`config.mk`:
```
export PLATFORM = sky130hd
export DESIGN_NAME = softmax_result_decoder
export DESIGN_NICKNAME = d
export VERILOG_FILES = /design/src/rtl/softmax_pkg.sv /design/src/rtl/softmax_result_decoder_prob_shifter.sv /design/src/rtl/softmax_result_decoder.sv
export SDC_FILE = /design/constraint.sdc
export NUM_CORES = 1
export LEC_CHECK = 0
export BUFFER_PORTS_ARGS = -buffer_cell sky130_fd_sc_hd__buf_2
export CAP_MARGIN = 20
export CORE_ASPECT_RATIO = 0.9
export CORE_MARGIN = 2
export CORE_UTILIZATION = 48
export DETAILED_ROUTE_END_ITERATION = 16
export HOLD_SLACK_MARGIN = 0.08
export PLACE_DENSITY = 0.77
export SYNTH_ARGS = -nofsm -noshare
export SYNTH_HDL_FRONTEND = slang
export SYNTH_HIERARCHICAL = 1
export SYNTH_SLANG_ARGS = --single-unit
```
`constraint.sdc`:
```
create_clock -name clk -period 3.06 [get_ports clk]
set_clock_uncertainty 0.05 [all_clocks]
set_input_delay 0.153 -clock clk [delete_from_list [all_inputs] [get_ports clk]]
set_output_delay 0.153 -clock clk [all_outputs]
set_load 0.05 [all_outputs]
```
`src/rtl/softmax_pkg.sv`:
```
// Shared defaults, index-width helper and FSM encoding for the softmax result decoder.
package softmax_pkg;

    localparam int DEF_NUM_INPUTS = 4;
    localparam int DEF_EXP_WIDTH  = 4;
    localparam int DEF_MANT_WIDTH = 3;
    localparam int DEF_OUT_WIDTH  = 8;

    typedef enum logic {
        ST_IDLE   = 1'b0,
        ST_STREAM = 1'b1
    } state_e;

    // Element index width; a single-element result still needs one bit.
    function automatic int idx_width(input int n);
        return (n <= 1) ? 1 : $clog2(n);
    endfunction

endpackage

```
`src/rtl/softmax_result_decoder_prob_shifter.sv`:
```
// Converts a shared mantissa and one element exponent into a fixed-point probability.
module prob_shifter #(
    parameter int EXP_WIDTH  = 4,
    parameter int MANT_WIDTH = 3,
    parameter int OUT_WIDTH  = 8
) (
    input  logic [MANT_WIDTH-1:0] mant,
    input  logic [EXP_WIDTH-1:0]  exp_val,
    output logic [OUT_WIDTH-1:0]  prob
);

    logic [OUT_WIDTH-1:0] aligned;

    // Hidden one plus mantissa sits at the top (value in [0.5,1)), then shifts down; bits falling off are truncated.
    always_comb begin
        aligned = '0;
        aligned[OUT_WIDTH-1 -: MANT_WIDTH+1] = {1'b1, mant};
        if (32'(exp_val) >= OUT_WIDTH) begin
            prob = '0;
        end else begin
            prob = aligned >> exp_val;
        end
    end

endmodule

```
`src/rtl/softmax_result_decoder.sv`:
```
// Captures one softmax result (shared mantissa + per-element exponents) and streams
// each element's fixed-point probability in index order; also reports the argmax.
module softmax_result_decoder
    import softmax_pkg::*;
#(
    parameter int   NUM_INPUTS = DEF_NUM_INPUTS,
    parameter int   EXP_WIDTH  = DEF_EXP_WIDTH,
    parameter int   MANT_WIDTH = DEF_MANT_WIDTH,
    parameter int   OUT_WIDTH  = DEF_OUT_WIDTH,
    localparam int  IDX_WIDTH  = idx_width(NUM_INPUTS)
) (
    input  logic                            clk,
    input  logic                            rst,
    input  logic                            in_valid,
    output logic                            in_ready,
    input  logic [MANT_WIDTH-1:0]           mant_in,
    input  logic [NUM_INPUTS*EXP_WIDTH-1:0] exp_in,
    output logic                            out_valid,
    input  logic                            out_ready,
    output logic [OUT_WIDTH-1:0]            out_data,
    output logic [IDX_WIDTH-1:0]            out_index,
    output logic                            out_last,
    output logic                            argmax_valid,
    output logic [IDX_WIDTH-1:0]            argmax_index
);

    localparam logic [IDX_WIDTH-1:0] LAST_IDX = IDX_WIDTH'(NUM_INPUTS - 1);

    state_e                                state_q, state_d;
    logic [IDX_WIDTH-1:0]                  cnt_q, cnt_d;
    logic [MANT_WIDTH-1:0]                 mant_q, mant_d;
    logic [NUM_INPUTS-1:0][EXP_WIDTH-1:0]  exp_q, exp_d;
    logic                                  argmax_valid_q, argmax_valid_d;
    logic [IDX_WIDTH-1:0]                  argmax_q, argmax_d;

    logic [IDX_WIDTH-1:0]                  best_idx;
    logic [EXP_WIDTH-1:0]                  best_exp;
    logic [EXP_WIDTH-1:0]                  cur_exp;
    logic [OUT_WIDTH-1:0]                  cur_prob;
    logic                                  streaming;

    // Smallest exponent wins; strict compare keeps the lowest index on ties.
    always_comb begin
        best_idx = '0;
        best_exp = exp_in[0 +: EXP_WIDTH];
        for (int i = 1; i < NUM_INPUTS; i++) begin
            if (exp_in[i*EXP_WIDTH +: EXP_WIDTH] < best_exp) begin
                best_exp = exp_in[i*EXP_WIDTH +: EXP_WIDTH];
                best_idx = IDX_WIDTH'(i);
            end
        end
    end

    assign cur_exp = exp_q[cnt_q];

    prob_shifter #(
        .EXP_WIDTH  (EXP_WIDTH),
        .MANT_WIDTH (MANT_WIDTH),
        .OUT_WIDTH  (OUT_WIDTH)
    ) u_prob_shifter (
        .mant    (mant_q),
        .exp_val (cur_exp),
        .prob    (cur_prob)
    );

    // Next-state: capture in IDLE, advance on each accepted element, return to IDLE after the last.
    always_comb begin
        state_d        = state_q;
        cnt_d          = cnt_q;
        mant_d         = mant_q;
        exp_d          = exp_q;
        argmax_valid_d = argmax_valid_q;
        argmax_d       = argmax_q;
        unique case (state_q)
            ST_IDLE: begin
                if (in_valid) begin
                    mant_d         = mant_in;
                    exp_d          = exp_in;
                    cnt_d          = '0;
                    argmax_d       = best_idx;
                    argmax_valid_d = 1'b1;
                    state_d        = ST_STREAM;
                end
            end
            ST_STREAM: begin
                if (out_ready) begin
                    if (cnt_q == LAST_IDX) begin
                        cnt_d   = '0;
                        state_d = ST_IDLE;
                    end else begin
                        cnt_d = cnt_q + 1'b1;
                    end
                end
            end
            default: state_d = ST_IDLE;
        endcase
    end

    // State and capture registers; reset overrides any capture or handshake.
    always_ff @(posedge clk) begin
        if (rst) begin
            state_q        <= ST_IDLE;
            cnt_q          <= '0;
            mant_q         <= '0;
            exp_q          <= '0;
            argmax_valid_q <= 1'b0;
            argmax_q       <= '0;
        end else begin
            state_q        <= state_d;
            cnt_q          <= cnt_d;
            mant_q         <= mant_d;
            exp_q          <= exp_d;
            argmax_valid_q <= argmax_valid_d;
            argmax_q       <= argmax_d;
        end
    end

    // Element outputs are zeroed outside a stream so idle/reset shows all-zero data.
    always_comb begin
        streaming = (state_q == ST_STREAM);
        in_ready  = (state_q == ST_IDLE);
        out_valid = streaming;
        out_data  = streaming ? cur_prob : '0;
        out_index = streaming ? cnt_q : '0;
        out_last  = streaming && (cnt_q == LAST_IDX);
    end

    assign argmax_valid = argmax_valid_q;
    assign argmax_index = argmax_q;

endmodule

```
### Word level (Yosys, flattened, before mapping)

Cells that the tools add are included.
W data, S select, Z words.

* $add $sub $neg: 1
* order comparisons: 5
* eq/ne operators: 3
* shifts and indexed selects: 1
* mux-type cells: 18
* bitwise logic cells: 1
* reduce and logical (&&, ||, !) cells: 3

Operators by type and width (number)
* $mux W8: 2
* $lt A4 B4 Y1: 3
* $mux W2: 6
* $mux W4: 3
* $bmux W4 S2: 1
* $shr A8 B4 Y8: 1
* $ge A4 B4 Y1 const B: 1
* $mux W1: 4
* $ne A2 B2 Y1 const B: 2
* $pmux W2 S2: 1
* $reduce_and A2 Y1: 2
* $lt A2 B3 Y1 const B: 1
* $add A2 B1 Y2 const B: 1
* $eq A2 B2 Y1 const B: 1
* $pmux W1 S2: 1
* $logic_and A1 B1 Y1: 1
* $not A1 Y1: 1

* register bits after elaboration: 25
* input port bits: 23
* output and inout port bits: 16
* word-level logic and storage cells: 41

### Logic depth before layout (Yosys ltp)

Gate-level depths: netlist of run 1.

* word-level depth: 6
* gate-level depth with buffers: 16
* depth with buffers taken out: 16

### By module

Netlist of run 1, hierarchy kept.

Modules (own cells, without submodules)
* softmax_result_decoder: times used 1, cells each 175, area an instance 1418.9 um^2, sequential area each 500.5 um^2
* prob_shifter: times used 1, cells each 29, area an instance 193.9 um^2, sequential area each 0.0 um^2

### Worst setup path before layout of run 1

Ideal clock, no wire load.

* path kind: input port to flip-flop
* start: in exp_in[1]
* end: reg argmax_q[0] (netlist: argmax_index[0])
* library setup time: 0.075 ns
* arrival: 3.139 ns
* data required time: 2.935 ns
* slack: -0.204 ns
* cell stages on the path: 16
* buffers on the path: 0
* cells stage by stage: inv_1 > ha_1 > a2111oi_2 > or3_4 > mux2i_1 > ha_1 > o21ai_0 > a21oi_1 > nor2_1 > o21ai_0 > o21a_1 > ha_1 > a2111oi_2 > nand2_1 > a211o_1 > o22ai_1

* word-level cells in the longest chain between the ends: 6
* elaborated cells between the ends (all ways): 8
* those cells by class: 3 x order compare; 5 x mux

Ends and longest elaborated chain
* start: declaration: line softmax_result_decoder.sv:17 `input logic [NUM_INPUTS*EXP_WIDTH-1:0] exp_in,`
* $lt A4 B4 Y1: line softmax_result_decoder.sv:47 `if (exp_in[i*EXP_WIDTH +: EXP_WIDTH] < best_exp) begin`
* $mux W4: line softmax_result_decoder.sv:47
* $lt A4 B4 Y1: line softmax_result_decoder.sv:47
* $mux W4: line softmax_result_decoder.sv:47
* $lt A4 B4 Y1: line softmax_result_decoder.sv:47
* $mux W2 (*): line softmax_result_decoder.sv:47
* end signal: assignment: line softmax_result_decoder.sv:114 `argmax_q <= argmax_d;`
* end: declaration: line softmax_result_decoder.sv:34 `logic [IDX_WIDTH-1:0] argmax_q, argmax_d;`

Mark *: on every way between the ends. The rest lies on a longest branch, timed or not.
A chain may end at the register's enable or synchronous reset.

### Worst setup path after layout of run 1

* start: in exp_in[2]
* end: reg argmax_q[0] (netlist: argmax_index[0])

The elaborated chain is that of the path after synthesis.

==> reports/metrics.cfg, run 1 <==
[yosys]
syn-num-nets=239
netlist_instances=204
syn_area_um2=1613
syn_area_per_cell_um2=7.906
synth_warnings=6
synth_edf_count=0
synth-main-ff-cell=dfxtp_1
async_flop_share=0
synth-seq-cells=25
ys_types=35
seq_area_frac_synth=0.3103

[pwr]
p_switching_uw=306.7
p_int_uw=590.8
power_density_nw_per_um2=395.0
power.share.combinational=0.376
power.share.sequential=0.405
clock_power_share=0.219
swShare=0.3418
p_leak_uw=0.0009352
ir_worst_vdd_mv=0.3680

[floorplan]
core_um2=3138
die_h_um=58.99
initial_core_util=0.5140
die_w_um=65.10
rows=19
die_area_um2=3840
pin_count=39

[layout]
fillers=236
finalNetCount=295
final_util=0.7241
syn_to_final_growth_pct=40.88
seq_area_um2=500.5
multi_input_area_um2=1216
drive_gt1_frac=0.3707
diodes=0
final_cell_area_um2=2272

[sta]
worst_slack_ns=0.008059
maxSlewHeadroom=0.5527
rsz0062_at_grt=yes
hold_viol_final=0
tightest_slew_ns=0.6694
finalCriticalPeriod_ns=3.052
holdWs_ns=0.09813
clock.fmax_mhz=327.7
tns_ns=0
setup_viol_count_final=0
fin_crit_sh=0.9974
slew_viol_final=0

[setup_path]
required_ns=3.21
r2r_cells=4
worstPathCellList=buf_2 -> inv_1 -> ha_4 -> nor3_2 -> or3_4 -> mux2i_4 -> ha_4 -> inv_4 -> o21ai_4 -> nor3_4 -> or2_1 -> o21a_1 -> ha_4 -> a2111oi_4 -> buf_4 -> buf_4 -> a211oi_1 -> o22ai_1
start_kind=input pin
endpoint_kind=register
crit_top_cell=ha_4
path_max_fanout=3
slowest_delay_ns=0.32
r2r_end=exp_q[10]$_SDFFE_PP0P_
ff2ff_setup_slack_ns=1.31
cp.arrival_ns=3.20
r2r_start=out_valid$_SDFF_PP0_
crit_type=input pin to register
crit_slowest_cell=a2111oi_4

[place]
dp_slack_ns=-0.3072
portBuffers=38
gp_congestion=0.8824
dp_hpwl_um=2944
post_dp_cell_area_um2=1969

[global_route]
antenna_found_initial=0
first_global_vias=1463
grt_max_degree=26
grt_pass1_wl_um=6658
grtUsageTotal=0.2227
grt_overflow=0

[worst_hold_path]
hold-path-endpoint=exp_q[15]$_SDFFE_PP0P_
whs_path_depth=3
hp-start=exp_in[15]
hold_class=input pin to register

[clock_network]
cts_tree=yes
clkTransAtPathRegs_ns=0.08
cts_root_buf=clkbuf_8
insertion_delay_ns=0.27
clock-sinks=25
htreeDepth=1
numCtsBuffers=3
cts_buffer_depth=2

[routing]
drc=0
drt_iter0_drc=118
via_per_inst=5.658
wl_per_cell_um=15.35
dr.pass1.iters=4
wl_um=4621
dr_total_vias=1703
ant_nets=0

[status]
status=finished, final reports clean

[flow_run]
maxCapViolCount=0

==> worst max-delay path: cells and delay by family <==
family                     cells  cell delay, ns
AOI/OAI and AO/OA              5            0.92
muxes                          1            0.28
buffers and inverters          5            0.51
and+or+nand+nor                4            0.77
adders and majority gates      3            0.58
==> per-layer routing <==
layer | vias up | wire (um) | track usage | share of wire
met3 | 16 | 206 | 0.03422 | 0.045
met4 | 0 | 105 | 0.04464 | 0.023
li1 | 825 | - | - | -
met2 | 65 | 2327 | 0.3844 | 0.50
met5 | - | 0 | 0 | 0
met1 | 797 | 1981 | 0.3012 | 0.43
==> Yosys cell counts, types with 3 or more instances <==
cell | count | area [um2]
o21ai_0 | 7 | 35.03
nor4_1 | 3 | 18.77
dfxtp_1 | 25 | 500.5
a21oi_1 | 25 | 125.1
o21a_1 | 3 | 22.52
inv_1 | 8 | 30.03
a211oi_1 | 4 | 30.03
nand2_1 | 42 | 157.7
mux4_2 | 4 | 90.09
nor3_1 | 5 | 25.02
ha_1 | 12 | 150.1
mux2i_1 | 4 | 40.04
nor2_1 | 14 | 52.55
and2_1 | 11 | 68.82
clkbuf_1 | 10 | 37.54
==> cell usage in the layout, fill, tap and decap left out, drive strengths merged, types with 2 or more instances in the layout <==
cell type and count:
a2111oi 2, a211oi 4, or2 2, inv 8
nor4 3, dlygate4sd3 5, or3 2, nor2 14
nor2b 2, ha 12, o21bai 2, buf 59
nand2 42, a21oi 25, o21a 3, o21ai 7
a32oi 2, mux2i 4, mux4 4, clkbuf 4
dfxtp 25, nor3 5, a311oi 2, and2 11
nand2b 2
==> worst max path at each step <==
stage | from | endpoint | cells past startpoint
6_report | exp_in[2] | argmax_index[0]$_SDFFE_PP0P_ | 18
5_1_grt | exp_in[5] | argmax_index[1]$_SDFFE_PP0P_ | 16
4_1_cts | exp_in[5] | argmax_index[0]$_SDFFE_PP0P_ | 16
3_5_place_dp | exp_in[1] | argmax_index[0]$_SDFFE_PP0P_ | 17
3_3_place_gp | exp_in[5] | argmax_index[0]$_SDFFE_PP0P_ | 16
2_1_floorplan | exp_in[3] | argmax_index[0]$_SDFFE_PP0P_ | 16
==> stage by stage <==
step	std cells	power, uW
global placement	286	627.5
finish	301	897.5
floorplan	204	553.3
global route	301	940.5
detailed placement	286	632.4
CTS	298	855.8
==> sequential cells by signal, summed over array words and instances, names as in the netlist <==
signal        cells
argmax_valid      1
out_valid         1
cnt_q             2
exp_q            16
argmax_index      2
mant_q            3
==> power groups by stage <==
stage | Combinational [uW] | Clock [uW] | Sequential, uW
3_3_place_gp | 258 | 0 | 369
3_5_place_dp | 262 | 0 | 370
5_1_grt | 360 | 215 | 366
2_1_floorplan | 170 | 0 | 383
4_1_cts | 294 | 199 | 362
6_report | 338 | 196 | 363
==> cells by family after synthesis <==
logic type               count (synthesis)  share of synthesized area
AND/OR/NAND/NOR                         85                     0.2421
AO/OA/AOI/OAI                           52                     0.2095
flip-flops                              25                     0.3103
buffers and inverters                   21                    0.05508
adder cells (fa/ha/maj)                 12                    0.09309
multiplexers                             9                    0.08999
==> area by class of cell <==
type                       count  share of cell area
tap                           42             0.02313
clock buffer                   4             0.01982
timing repair buffer          64              0.1861
multi-input combinational    158              0.5352
inverter                       8             0.01542
sequential                    25              0.2203
==> repair_timing <==
| item | CTS | global route |
|---|---|---|
| resized for setup | 11 | 23 |
| pin swaps | 12 | 18 |
| endpoints found under the setup margin | 1 | 2 |
| hold buffers | 4 | 1 |
| buffers inserted | 4 | 2 |
| hold endpoints to repair | 4 | 1 |
Power figures use the tool's default switching activity.
==> inputs of run 2 (changes only) <==
CORE_UTILIZATION = 53   (was 48)
PLACE_DENSITY = 0.8   (was 0.77)
SYNTH_HIERARCHICAL = unset   (was 1)
clock period = 3.37 ns   (was 3.06 ns; I/O delays follow)
==> run 2 against run 1 <==
Sequential share of layout area grew 2.1 points; critical path depth unchanged; sequential power down 9.9%; clock-buffer cell count down 1; non-clock buffer count increased by 3; clock power decreased by 26%; register-to-register slack better by 0.62 ns; die area fell by 9.8%; cell count is 1.0% lower; utilization rose by 1.2 points; flip-flop and latch count unchanged; critical endpoint unchanged.
==> reports/metrics.cfg, run 2 <==
[status]
status=finished, final reports clean

[sta]
clock.fmax_mhz=309.0
holdWs_ns=0.1101
fin_crit_sh=0.9604
slew_viol_final=0
finalCriticalPeriod_ns=3.237
setup_viol_count_final=0
hold_viol_final=0
tightest_slew_ns=0.4814
maxSlewHeadroom=0.6790

[yosys]
syn-num-nets=233
async_flop_share=0
synth-main-ff-cell=dfxtp_1
netlist_instances=198
yosysMostFrequentCell=nand2_1
synth_common_cells=41 x nand2_1, 25 x dfxtp_1, 23 x a21oi_1
synth_warnings=0
ys_types=40
synth_edf_count=0
seq_area_frac_synth=0.3137
ys_top_cells_by_area=dfxtp_1 31%, nand2_1 9.6%, ha_1 9.4%, a21oi_1 7.2%, nor2_1 4.2%
synth_top_cell_by_area=dfxtp_1
synth.top_cell.area_share=0.3137
syn_area_per_cell_um2=8.057
synth-seq-cells=25
syn_area_um2=1595

[floorplan]
initial_core_util=0.5667
die_h_um=56.05
pin_count=39
core_um2=2815
die_w_um=61.83
rows=18
die_area_um2=3465

[layout]
final_cell_area_um2=2072
final_cells=298
drive_gt1_frac=0.2713
finalNetCount=294
final_cell_mix=41 x nand2_1, 38 x buf_2, 25 x dfxtp_1
final_common_cell=nand2_1
reg.largest.list=exp_q: 16 flops, mant_q: 3 flops
diodes=0
largest_register=exp_q
largest_register_ffs=16
syn_to_final_growth_pct=29.88
fillers=223

[routing]
wl_um=3924
drt_iter0_drc=82
via_per_inst=5.322
drc=0
dr.pass1.iters=4
wl_per_cell_um=13.17
ant_nets=0
dr_total_vias=1586

[setup_path]
path_max_fanout=4
slowest_delay_ns=0.29
endpoint_kind=register
crit_top_cell=ha_1
cp.arrival_ns=3.45
worstPathCellList=buf_2 -> inv_1 -> ha_1 -> a211oi_1 -> o21bai_2 -> mux2i_1 -> ha_1 -> o21ai_0 -> a21oi_1 -> nor2_1 -> buf_4 -> o31a_1 -> ha_1 -> o21a_1 -> o21ai_0 -> a21oi_1 -> a211o_1 -> a31oi_1
start_kind=input pin
ff2ff_setup_slack_ns=1.93
crit_slowest_cell=ha_1
crit_type=input pin to register
required_ns=3.59

[place]
dp_hpwl_um=2836
gp_congestion=0.8389
post_dp_cell_area_um2=1887
portBuffers=38
dp_cells=280

[pwr]
ir_worst_vdd_mv=0.2389
p_leak_uw=0.0009319
power_density_nw_per_um2=342.3
fin_total_pwr_uw=709.3
power.share.combinational=0.333
power.share.sequential=0.461
p_int_uw=464.7
swShare=0.3449
p_switching_uw=244.6
clock_power_share=0.206

[global_route]
antenna_found_initial=0
grt_overflow=0
grt_pass1_wl_um=6354
grtUsageTotal=0.2369
grt_max_degree=26
first_global_vias=1446

[clock_network]
insertion_delay_ns=0.33
cts_root_buf=clkbuf_4
htreeDepth=1
numCtsBuffers=3
cts_tree=yes
clock-sinks=25
clkTransAtPathRegs_ns=0.14
cts_setup_buffers=0
cts_buffer_depth=2

[flow_run]
maxCapViolCount=0

[worst_hold_path]
hold_class=input pin to register

==> run 2: changes by cell type after synthesis, sizes merged, moves of 3 or more <==
cell / previous run / this run
and2: 11 / 3
nor2: 14 / 18
buf: 3 / 6
and2b: 0 / 3
clkbuf: 10 / 5
nor4: 3 / 0
==> run 2: power by group through the flow <==
stage	clock [uW]	combinational [uW]	sequential [uW]
after floorplan	0	139	342
after global placement	0	213	333
after detailed placement	0	215	334
after CTS	150	228	327
after global routing	167	260	330
final	146	236	327
==> run 2: metal layers <==
layer  global-route usage  vias to the layer above  part of all wire
met5                    0                        -                 0
li1                     -                      807                 -
met1               0.3134                      725              0.46
met3              0.04419                        8             0.044
met4              0.05775                        0             0.015
met2               0.3895                       46              0.48
==> run 2: logic make-up after synthesis <==
logic type               synth area share
AO/OA/AOI/OAI                      0.1945
flip-flops                         0.3137
AND/OR/NAND/NOR                    0.2369
buffers and inverters             0.06039
adder cells (fa/ha/maj)           0.09412
multiplexers                       0.1004
==> run 2: per-stage QoR <==
| stage | worst slack, ns | util | setup TNS, ns |
|---|---|---|---|
| final | 0.1333 | 0.7360 | 0 |
| after global routing | -0.1052 | 0.7360 | -0.2092 |
| after CTS | 0.1852 | 0.7311 | 0 |
| after detailed placement | -0.1383 | 0.6702 | -0.2731 |
| after global placement | -0.1297 | 0.6702 | -0.2370 |
| after floorplan | 0.06144 | - | 0 |
==> run 2: layout make-up <==
type                    instances  area, um2  area share
repair buffers                 67      442.9      0.2138
clock buffers                   3      22.52     0.01087
flip-flops and latches         25      500.5      0.2415
clock inverters                 1      8.758    0.004227
multi-input cells             153       1013      0.4891
inverters                       9      33.78     0.01630
well taps                      40      50.05     0.02415
==> run 2: critical path, delay by kind of cell <==
family                     cells  cell delay (ns)
adders and majority gates      3             0.78
and+or+nand+nor                1             0.23
AOI/OAI and AO/OA             10             1.76
buffers and inverters          3             0.30
muxes                          1             0.22
==> run 2: final timing paths <==
check | startpoint | end | cells after the start
worst max-delay path | exp_in[1] | argmax_index[0]$_SDFFE_PP0P_ | 18
worst min-delay path | in_valid | out_valid$_SDFF_PP0_ | 3
worst max register to register | out_valid$_SDFF_PP0_ | exp_q[1]$_SDFFE_PP0P_ | 4
worst min register to register | exp_q[5]$_SDFFE_PP0P_ | exp_q[5]$_SDFFE_PP0P_ | 2
==> run 2: repair_timing <==
item | in CTS | in global routing
hold buffers | 14 | 0
resized for setup | 0 | 3
setup endpoints to repair | 0 | 2
endpoints found under the hold margin | 14 | 0
==> inputs of run 3 (changes only) <==
BUFFER_PORTS_ARGS = unset   (was -buffer_cell sky130_fd_sc_hd__buf_2)
CORE_UTILIZATION = 60   (was 53)
DONT_BUFFER_PORTS = 1   (was unset)
PLACE_DENSITY = 0.77   (was 0.8)
==> run 3 against run 2 <==
Critical path depth is 2 lower; non-clock buffer count is 32 lower; power is 3.0% lower; sequential share of layout area is 1.8 points higher; fmax is 3.1% higher; via count is 3.3% lower; final area is 6.8% lower; global-route usage is 3.4 points higher; flip-flop and latch count stayed put; worst hold slack worse by 0.015 ns.
==> reports/metrics.cfg, run 3 (synthesis gave the netlist of run 2 again) <==
[routing]
wl_um=3958
drt_iter0_drc=65
dr_total_vias=1534
drc=0
ant_nets=0
wl_per_cell_um=15.58
via_per_inst=6.039
dr.pass1.iters=4

[global_route]
grt_pass1_wl_um=6313
grt_util_met3=0.05868
antenna_found_initial=0
top_usage_layer=met2
grt_overflow=0
grt_max_degree=26
grt.met2_usage=0.5131
grt_use_met1=0.3150
grtUsageTotal=0.2710
first_global_vias=1421

[layout]
finalNetCount=262
fillers=180
final_cell_area_um2=1931
reg.largest.list=exp_q: 16 flops, mant_q: 3 flops
diodes=0
final_common_cell=nand2_1
final_util=0.7758
drive_gt1_frac=0.1327
syn_to_final_growth_pct=21.02
final_cell_mix=41 x nand2_1, 25 x dfxtp_1, 23 x a21oi_1
largest_register=exp_q
largest_register_ffs=16

[sta]
clock.fmax_mhz=318.4
finalCriticalPeriod_ns=3.140
maxSlewHeadroom=0.3966
rsz0062_at_grt=no
tightest_slew_ns=0.9022
worst_slack_ns=0.2296
slew_viol_final=0
fin_crit_sh=0.9319
setup_viol_count_final=0
hold_viol_final=0

[setup_path]
crit_top_cell=ha_1
endpoint_kind=register
crit_family=compound AO/OA/AOI/OAI gates
required_ns=3.58
slowest_delay_ns=0.46
cp.arrival_ns=3.35
path_max_fanout=5
crit_buf_inv=2
worstPathCellList=inv_1 -> ha_1 -> o21ai_0 -> o21bai_2 -> mux2i_1 -> ha_1 -> o21ai_0 -> a21oi_1 -> nor2_1 -> buf_4 -> o31a_1 -> ha_1 -> a2111oi_1 -> nand2_1 -> mux2_2 -> a31oi_1
crit_type=input pin to register
start_kind=input pin
crit_slowest_cell=a2111oi_1

[pwr]
ir_worst_vdd_mv=0.3730
power_density_nw_per_um2=356.3
p_leak_uw=0.0007905
fin_total_pwr_uw=687.8

[floorplan]
die_area_um2=3088
initial_core_util=0.6410
die_h_um=52.92
pin_count=39
core_um2=2489
rows=17
die_w_um=58.35

[place]
gp_congestion=0.9215
dp_hpwl_um=2846
dp_slack_ns=-0.1417
portBuffers=0
post_dp_cell_area_um2=1667

[clock_network]
numCtsBuffers=3
insertion_delay_ns=0.33
clock-sinks=25
cts_setup_buffers=0
cts_buffer_depth=2
cts_root_buf=clkbuf_4
htreeDepth=1
cts_tree=yes
clkTransAtPathRegs_ns=0.14

[status]
status=finished, final reports clean

[worst_hold_path]
hold_class=input pin to register

[flow_run]
maxCapViolCount=0

-- run 3: changes by cell type in the layout (fill, tap and decap cells not counted), sizes merged --
cell,before,now
buf,53,13
dlygate4sd3,14,22
-- run 3: layout make-up --
class / instances / area (um2) / area share
Timing Repair Buffer: 35 / 317.8 / 0.1646
Tap cell: 28 / 35.03 / 0.01815
Sequential cell: 25 / 500.5 / 0.2592
Multi-Input combinational cell: 153 / 1012 / 0.5243
Inverter: 9 / 33.78 / 0.01750
Clock buffer: 3 / 22.52 / 0.01167
Clock inverter: 1 / 8.758 / 0.004537
-- run 3: worst min-delay path, stage by stage --
cell	delay (ns)
nand2_1	0.05
mux2_2	0.15
a31oi_1	0.07
-- run 3: where the power goes --
part | internal [uW] | leakage [uW] | switching, uW
Sequential | 313 | 0.000206 | 23.4
Combinational | 90.6 | 0.000567 | 113
Clock | 48.4 | 0.0000183 | 98.6
Total | 452 | 0.000791 | 235
-- run 3: what timing repair did --
item                                   CTS  global route
setup endpoints to repair                0             2
endpoints found under the hold margin   25             0
gates resized for setup                  0             3
hold buffers                            22             0
-- run 3: path summary, 6_finish.rpt --
check | cells after the start | from | end | slack [ns]
setup / recovery | 16 | exp_in[3] | argmax_index[0]$_SDFFE_PP0P_ | 0.23
hold / removal | 3 | exp_in[8] | argmax_index[0]$_SDFFE_PP0P_ | 0.1
setup reg to reg | 5 | out_valid$_SDFF_PP0_ | exp_q[1]$_SDFFE_PP0P_ | 1.10
hold reg to reg | 2 | exp_q[10]$_SDFFE_PP0P_ | exp_q[10]$_SDFFE_PP0P_ | 0.42
-- run 3: per-stage QoR --
stage	hold WS (ns)	TNS [ns]	std cells
after floorplan	0.2390	0	198
after global placement	0.1892	-0.05844	228
after detailed placement	0.1917	-0.2168	228
after CTS	0.08923	0	254
after global routing	0.09435	0	254
final	0.09511	0	254
-- run 3: layer usage --
layer	wire length, um	share of wire
met5	0	0
met4	52	0.013
met3	242	0.061
met2	2048	0.52
met1	1614	0.41
